[src/rtl/sprite_rom_arbiter.sv]
// rtl/sprite_rom_arbiter.sv - round-robin sharing of one sprite ROM read port with tagged responses
// Optional burst lock on the grant when SPRITE_ARB_LOCK_EN is defined.
module sprite_rom_arbiter #(
  parameter int N_REQ   = 4,
  parameter int ADDR_W  = 9,
  parameter int DATA_W  = 5,
  parameter int ROM_LAT = 1
) (
  input  logic                      vga_clk_i,
  input  logic                      reset_n_i,
  input  logic                      hold_i,
  input  logic [N_REQ-1:0]          req_valid_i,
  input  logic [N_REQ*ADDR_W-1:0]   req_addr_i,
`ifdef SPRITE_ARB_LOCK_EN
  input  logic [N_REQ-1:0]          req_lock_i,
`endif
  output logic [N_REQ-1:0]          req_ready_o,
  output logic [ADDR_W-1:0]         rom_address_o,
  input  logic [DATA_W-1:0]         rom_q_i,
  output logic [N_REQ-1:0]          rsp_valid_o,
  output logic [DATA_W-1:0]         rsp_data_o
);

  localparam int PTR_W = (N_REQ > 1) ? $clog2(N_REQ) : 1;

  logic [PTR_W-1:0]  ptr_q, ptr_d;
  logic [ADDR_W-1:0] rom_addr_q, rom_addr_d;
  logic [N_REQ-1:0]  rsp_valid_q;
  logic [DATA_W-1:0] rsp_data_q;
  logic [N_REQ-1:0]  tag_q [ROM_LAT];

  logic [N_REQ-1:0]  grant;
  logic [PTR_W-1:0]  grant_idx;
  logic              grant_any;

`ifdef SPRITE_ARB_LOCK_EN
  logic              lock_q;
  logic [PTR_W-1:0]  lock_idx_q;
`endif

  always_comb begin
    logic [PTR_W:0]   sum;
    logic [PTR_W-1:0] idx;
    grant     = '0;
    grant_idx = '0;
    grant_any = 1'b0;
    sum       = '0;
    idx       = '0;
    for (int k = 0; k < N_REQ; k++) begin
      sum = {1'b0, ptr_q} + (PTR_W+1)'(k);
      if (sum >= (PTR_W+1)'(N_REQ)) sum = sum - (PTR_W+1)'(N_REQ);
      idx = PTR_W'(sum);
      if (!grant_any && req_valid_i[idx]) begin
        grant_any = 1'b1;
        grant_idx = idx;
      end
    end
`ifdef SPRITE_ARB_LOCK_EN
    // A live lock overrides the scan; a dropped req_valid falls straight back to RR.
    if (lock_q && req_valid_i[lock_idx_q]) begin
      grant_any = 1'b1;
      grant_idx = lock_idx_q;
    end
`endif
    if (hold_i || !reset_n_i) grant_any = 1'b0;
    if (grant_any) grant[grant_idx] = 1'b1;
  end

  always_comb begin
    ptr_d      = ptr_q;
    rom_addr_d = rom_addr_q;
    if (grant_any) begin
      ptr_d      = (grant_idx == PTR_W'(N_REQ-1)) ? '0 : grant_idx + 1'b1;
      rom_addr_d = req_addr_i[grant_idx*ADDR_W +: ADDR_W];
    end
  end

  always_ff @(posedge vga_clk_i or negedge reset_n_i) begin
    if (!reset_n_i) begin
      ptr_q       <= '0;
      rom_addr_q  <= '0;
      rsp_valid_q <= '0;
      rsp_data_q  <= '0;
      for (int i = 0; i < ROM_LAT; i++) tag_q[i] <= '0;
`ifdef SPRITE_ARB_LOCK_EN
      lock_q      <= 1'b0;
      lock_idx_q  <= '0;
`endif
    end else begin
      ptr_q      <= ptr_d;
      rom_addr_q <= rom_addr_d;
      tag_q[0]   <= grant;
      for (int i = 1; i < ROM_LAT; i++) tag_q[i] <= tag_q[i-1];
      rsp_valid_q <= tag_q[ROM_LAT-1];
      if (|tag_q[ROM_LAT-1]) rsp_data_q <= rom_q_i;
`ifdef SPRITE_ARB_LOCK_EN
      if (grant_any) begin
        lock_q     <= req_lock_i[grant_idx];
        lock_idx_q <= grant_idx;
      end else if (lock_q && !req_valid_i[lock_idx_q]) begin
        lock_q     <= 1'b0;
      end
`endif
    end
  end

  assign req_ready_o   = grant;
  assign rom_address_o = rom_addr_q;
  assign rsp_valid_o   = rsp_valid_q;
  assign rsp_data_o    = rsp_data_q;

endmodule

[config.mk]
export PLATFORM = sky130hd
export DESIGN_NAME = sprite_rom_arbiter
export DESIGN_NICKNAME = d
export VERILOG_FILES = /design/src/rtl/sprite_rom_arbiter.sv
export SDC_FILE = /design/constraint.sdc
export NUM_CORES = 1
export LEC_CHECK = 0
export ABC_CLOCK_PERIOD_IN_PS = 1990
export BUFFER_PORTS_ARGS = -buffer_cell sky130_fd_sc_hd__buf_2
export CELL_PAD_IN_SITES_DETAIL_PLACEMENT = 0
export CELL_PAD_IN_SITES_GLOBAL_PLACEMENT = 1
export CORE_MARGIN = 5
export CORE_UTILIZATION = 29
export DETAILED_ROUTE_END_ITERATION = 7
export PLACE_DENSITY = 0.86
export SKIP_LAST_GASP = 1
export SYNTH_ARGS = -nofsm -noshare
export SYNTH_HDL_FRONTEND = slang
export SYNTH_SLANG_ARGS = --single-unit
[constraint.sdc]
create_clock -name vga_clk_i -period 1.99 [get_ports vga_clk_i]
set_clock_uncertainty 0.2 [all_clocks]
set_input_delay 0 -clock vga_clk_i [delete_from_list [all_inputs] [get_ports vga_clk_i]]
set_output_delay 0 -clock vga_clk_i [all_outputs]
set_load 0.02 [all_outputs]
==> summary.md, run 1 <==
| Metric | Value |
|---|---|
| Cell Rows | `24` |
| Initial antenna violation count | `0` |
| Tot Pwr | `2.32 mW` |
| F_max | `~480 MHz` |
| Post-route insts no fill | `293` |
| Clock Latency Late Sink | `0.26 ns` |
| Clk root buf | `clkbuf_8` |
| Top delay family on crit path | `simple AND/OR/NAND/NOR gates` |
| Final net count | `291` |
| Worst-path fanout max | `5` |
| Violated checks | `hold timing, setup timing` |
| Final Hold Vio Count | `1` |
| Synth warn | `0` |
| Vias in the first global route | `1388` |
| DRT antenna net count | `0` |
| Area share of the largest cell type after synthesis | `0.464` |
| Synth top cells by count | `dfrtp_1 (24), nand2_1 (11), o21ai_0 (10)` |
| Layout overhead on the synthesized area | `78.1%` |
| PwrDens | `1000 nW/um^2` |
| Syn Inst Count | `between 100 and 150` |
| Die H | `76.8 um` |
| Synth Flop Type | `dfrtp_1` |
| Peak VDD IR | `slightly below 400 uV` |
| Min Tclk post-route | `2.08 ns` |
| Slew headroom | `0.704` |
| CP Data Required Time | `about 1.8 ns` |
| Post-synth EDFFs | `0` |
| Hold/Removal Path Class | `in2reg` |
| CP Capture Type | `output port` |
| Design area | `between 2000 and 2500 um^2` |
| Async SR Flop Fraction | `1.00` |
| RSZ-0062 raised after global routing | `true` |
| Most common cell in the netlist | `dfrtp_1` |
| Width of the chip | `just under 80 um` |
| Synthesized net count | `170` |
| Crit path launch type | `flip-flop` |
| Final setup margin | `-0.0942 ns` |
| CTS tree | `built` |
| H-tree depth | `1` |
| Synthesized area | `between 1000 and 1500 um^2` |
| DRC viols | `0` |
| CTS clk-pin slew, worst paths | `0.08 ns` |
| Pre-CTS setup slack | `-0.00310 ns` |
| Ports | `70` |
| Vias | `1379` |
| Starting Density | `0.297` |
| Max Root-Sink Buffers | `2` |
| Largest stage delay on the critical path | `0.45 ns` |
| Area after DPL | `1750 um^2` |
| Seq/Total Area, Yosys | `0.464` |
| GPL Wtd Cong | `around 0.78` |
| Die area | `slightly below 6000 um^2` |
| Drt via density | `4.71` |
| DR iter-0 viols | `between 80 and 90` |
| WP buf/inv | `1` |
| Fin Hold WS | `-0.000188 ns` |
| Crit path DAT | `1.88 ns` |
| Max Cap Viol | `0` |
| Routed WL | `roughly 4.2 mm` |
| Outcome | `complete, but fails checks` |
| Global-route wire length before repair | `6.72 mm` |
| #FFs+latches synth | `24` |
| Clock sink total | `24` |
| Slew @ Worst Pin | `0.441 ns` |
| Critical path cell sequence | `nor3b_1 -> a211oi_2 -> nor2_1 -> or2_4 -> nor4_4 -> buf_4` |
| Core area | `4350 um^2` |
| CP max-delay cell | `dfrtp_2` |
| Final setup vio count | `10` |
| Post-Place Cells | `between 200 and 250` |
| Port Buf Inserts | `69` |
| Share of layout cells above drive strength 1 | `0.461` |
| DPL Wire Length | `around 3 mm` |
| Synthesized area per cell | `about 11 um^2` |
| # diodes | `0` |
| CTS buffer count | `3` |
| DR pass1 iterations | `4` |
| Global route overflow | `0` |
| Static leakage | `1.11 nW` |
| GRT Overall Usage | `0.137` |
| Largest net degree at the start of global routing | `25` |
| Wire per inst | `14.4 um` |
| Final period utilization | `1.05` |
| Synth area leader | `dfrtp_1` |
| R2R setup slack | `-0.03 ns` |
| Critical path class | `reg2out` |
| Area contributors post-synth | `dfrtp_1 (46%), mux2i_1 (7.0%), and4_1 (6.1%)` |
| Slew Limit Fails | `0` |
| Cell variety after synth | `30` |
layout make-up:
class / instances / area, um^2
clock buffers: 3 / 41.3
clock inverters: 1 / 30.0
repair buffers: 123 / 866
flip-flops and latches: 24 / 603
inverters: 2 / 7.51
multi-input cells: 88 / 693
well taps: 52 / 65.1
fillers: 386 / 2050
per-stage QoR:
stage                      util  setup TNS (ns)
after detailed placement  0.401        -0.00323
final                     0.530          -0.356
after global placement    0.401               0
after CTS                 0.505          -0.170
after global routing      0.530           -1.41
after floorplan               -               0
flip-flops by register name, summed over array words and instances (netlist names):
register and count:
ptr_q 2, tag_q 4, rom_address_o 9, rsp_valid_o 4
rsp_data_o 5
per-layer routing:
metal,GRT usage,vias to the layer above,part of all wire
met3,0.0340,2,0.072
met4,0.0157,0,0.0031
li1,-,696,-
met2,0.233,56,0.49
met5,0,-,0
met1,0.179,625,0.43
layout by cell type, fill, tap and decap left out, drive strengths merged:
master       synthesis  layout
nor2                 7       7
buf                  5      86
dfrtp               24      24
or2                  2       2
o21ai               11      11
nor2b                2       2
o211ai               9       9
bufinv               0       1
o31a                 9       9
inv                  2       2
o21a                 1       1
mux2                 6       6
mux2i                9       9
a211oi               1       1
a21o                 1       1
clkbuf               2       3
nand2               11      11
a21oi                1       1
nand2b               2       2
ha                   1       1
dlygate4sd3          0      37
nor3                 2       2
a211o                1       1
nor4                 2       2
nor3b                1       1
and4                 9       9
worst paths after layout:
kind | from | end | cells after the start
max in group asynchronous | reset_n_i | ptr_q[0] | 3
max reg2reg | ptr_q[0] | rom_address_o[2] | 7
min | req_addr_i[31] | rom_address_o[4] | 4
min in group asynchronous | reset_n_i | tag_q[1] | 3
max | ptr_q[0] | req_ready_o[1] | 6
min reg2reg | tag_q[1] | rsp_valid_o[1] | 0
tightest hold or removal path: stages:
cell	delay (ns)
buf_2	0.07
and4_1	0.15
o21ai_1	0.09
o211ai_1	0.10
power breakdown:
part | switching [mW] | total, mW | internal, mW
clock | 0.148 | 0.416 | 0.269
combinational | 0.609 | 1.16 | 0.547
sequential | 0.0949 | 0.744 | 0.649
total | 0.852 | 2.32 | 1.46
repair_timing:
item | in CTS | in global routing
endpoints found under the hold margin | 39 | 0
hold buffers | 37 | 0
pin swaps | 1 | 1
endpoints found under the setup margin | 6 | 13
buffers inserted | 0 | 7
gates resized for setup | 5 | 20
cloned | 0 | 1
cells by family (layout without fill, tap and decap cells):
family                     Yosys count  count (layout)  share of synthesized area
muxes                               15              15                      0.122
AOI/OAI and AO/OA                   34              34                      0.187
DFF                                 24              24                      0.464
buffers and inverters                9             129                     0.0348
and+or+nand+nor                     38              38                      0.183
adders and majority gates            1               1                    0.00966
Note: power is estimated with default switching activity, not from simulation.
==> run 2: changes to the inputs <==
--- a/config.mk
+++ b/config.mk
@@ -13,7 +13,6 @@
 export CORE_UTILIZATION = 29
 export DETAILED_ROUTE_END_ITERATION = 7
 export PLACE_DENSITY = 0.86
-export SKIP_LAST_GASP = 1
 export SYNTH_ARGS = -nofsm -noshare
 export SYNTH_HDL_FRONTEND = slang
 export SYNTH_SLANG_ARGS = --single-unit
==> run 2 against run 1 <==
The run still ends with hold timing, setup timing left. Total power rose by 0.10%. Sequential share of layout area did not move. Cell count did not move. Sequential cell count did not move. Routed wire length rose by 0.14%. Worst setup slack got worse by 0.0016 ns. Fmax barely moved. Critical path depth did not move. Non-clock buffer count did not move. Global-route usage did not move. Hold slack got worse by 0.0015 ns. Largest power group unchanged. Clock-buffer cell count did not move.
==> summary.md, run 2 (synthesis gave the netlist of run 1 again) <==
| Metric | Value |
|---|---|
| Outcome | `complete, but fails checks` |
| Violated checks | `hold timing, setup timing` |
| Sum Neg Setup Slack | `-0.299 ns` |
| CTS clk-pin slew, worst paths | `0.08 ns` |
| Slew headroom | `0.704` |
| Port Buf Inserts | `69` |
| Vias in the first global route | `1388` |
| DR iter-0 viols | `86` |
| # diodes | `0` |
| CP Data Required Time | `1.79 ns` |
| DRC viols | `0` |
| Clock sink total | `24` |
| GRT Overall Usage | `0.137` |
| Final net count | `291` |
| Ports | `70` |
| Max Root-Sink Buffers | `2` |
| Crit path launch type | `flip-flop` |
| Crit path DAT | `1.89 ns` |
| Largest net degree at the start of global routing | `25` |
| Clk root buf | `clkbuf_8` |
| PwrDens | `1010 nW/um^2` |
| Area after DPL | `1750 um^2` |
| Clock Latency Late Sink | `0.26 ns` |
| CTS buffer count | `3` |
| Static leakage | `1.11 nW` |
| Global route overflow | `0` |
| Final period utilization | `1.05` |
| Peak VDD IR | `about 390 uV` |
| Drt via density | `4.68` |
| Fin util | `0.530` |
| Critical path class | `reg2out` |
| Slew @ Worst Pin | `0.441 ns` |
| Worst Hold Launch | `req_addr_i[31]` |
| Routed WL | `4.23 mm` |
| Post-Place Cells | `244` |
| Tot Pwr | `around 2.3 mW` |
| Worst-path fanout max | `5` |
| Starting Density | `0.297` |
| Hold/Removal Path Class | `in2reg` |
| Design area | `2310 um^2` |
| Vias | `approximately 1.4k` |
| Fin Hold WS | `-0.00166 ns` |
| DPL Wire Length | `3.03 mm` |
| Pre-CTS setup slack | `-0.00310 ns` |
| Most frequent cells in the layout | `buf_2 (66), dlygate4sd3_1 (37), dfrtp_1 (22)` |
| RSZ-0062 raised after global routing | `true` |
| DR pass1 iterations | `4` |
| H-tree depth | `1` |
| Cell Rows | `24` |
| F_max | `479 MHz` |
| DRT antenna net count | `0` |
| R2R Path Start | `ptr_q[0]` |
| Die H | `about 77 um` |
| Die area | `5900 um^2` |
| Min Tclk post-route | `2.09 ns` |
| Slew Limit Fails | `0` |
| Global-route wire length before repair | `roughly 6.7 mm` |
| Max Cap Viol | `0` |
| Width of the chip | `76.8 um` |
| Initial antenna violation count | `0` |
| Post-route insts no fill | `293` |
| Critical path origin | `ptr_q[0]` |
| Final setup margin | `-0.0958 ns` |
| Final Hold Vio Count | `1` |
| Wire per inst | `14.4 um` |
| Final setup vio count | `8` |
| Layout overhead on the synthesized area | `78.1%` |
| Share of layout cells above drive strength 1 | `0.461` |
| GPL Wtd Cong | `0.777` |
| Max reg flops | `9` |
| Core area | `4350 um^2` |
| CTS tree | `built` |
| Commonest non-fill, non-tap cell in the layout | `buf_2` |
| CP Capture Type | `output port` |
run 2: cell counts in the layout (fill, tap and decap cells not counted):
No cell type changed its count.
run 2: final timing paths:
| path | slack [ns] | cells past startpoint | endpoint |
|---|---|---|---|
| worst min-delay path | -0.002 | 4 | rom_address_o[4] |
| min in group asynchronous | 0.11 | 3 | rom_address_o[6] |
| worst min register to register | 0.18 | 0 | rsp_valid_o[1] |
| worst max-delay path | -0.1 | 6 | req_ready_o[1] |
| max in group asynchronous | 1.24 | 3 | ptr_q[0] |
| worst max register to register | -0.03 | 7 | rom_address_o[2] |
run 2: area by class of cell:
type / instances / area (um^2)
multi-input cells: 88 / 693
inverters: 2 / 7.51
well taps: 52 / 65.1
repair buffers: 123 / 866
clock buffers: 3 / 41.3
flip-flops and latches: 24 / 603
clock inverters: 1 / 30.0
fillers: 386 / 2050
run 2: power breakdown:
part	internal, mW	leakage (nW)	switching [mW]	total, mW
Combinational	0.547	0.768	0.611	1.16
Clock	0.269	0.0357	0.150	0.419
Sequential	0.649	0.302	0.0936	0.743
run 2: repair_timing:
action	CTS	global route
buffers inserted	0	7
endpoints found under the setup margin	6	13
resized for setup	5	20
gates cloned	0	1
hold endpoints to repair	39	0
hold buffers	37	0
pin swaps	1	5
run 2: worst max-delay path, cell delays in order (launching register included):
cell	delay, ns
dfrtp_2	0.45
nor3b_1	0.16
a211oi_2	0.27
nor2_1	0.10
or2_4	0.27
nor4_4	0.19
buf_4	0.20
run 2: per-layer routing:
metal	GRT usage	vias to the layer above	part of all wire
li1	-	694	-
met1	0.179	622	0.43
met2	0.233	54	0.49
met3	0.0340	2	0.076
met4	0.0157	0	0.0031
met5	0	-	0
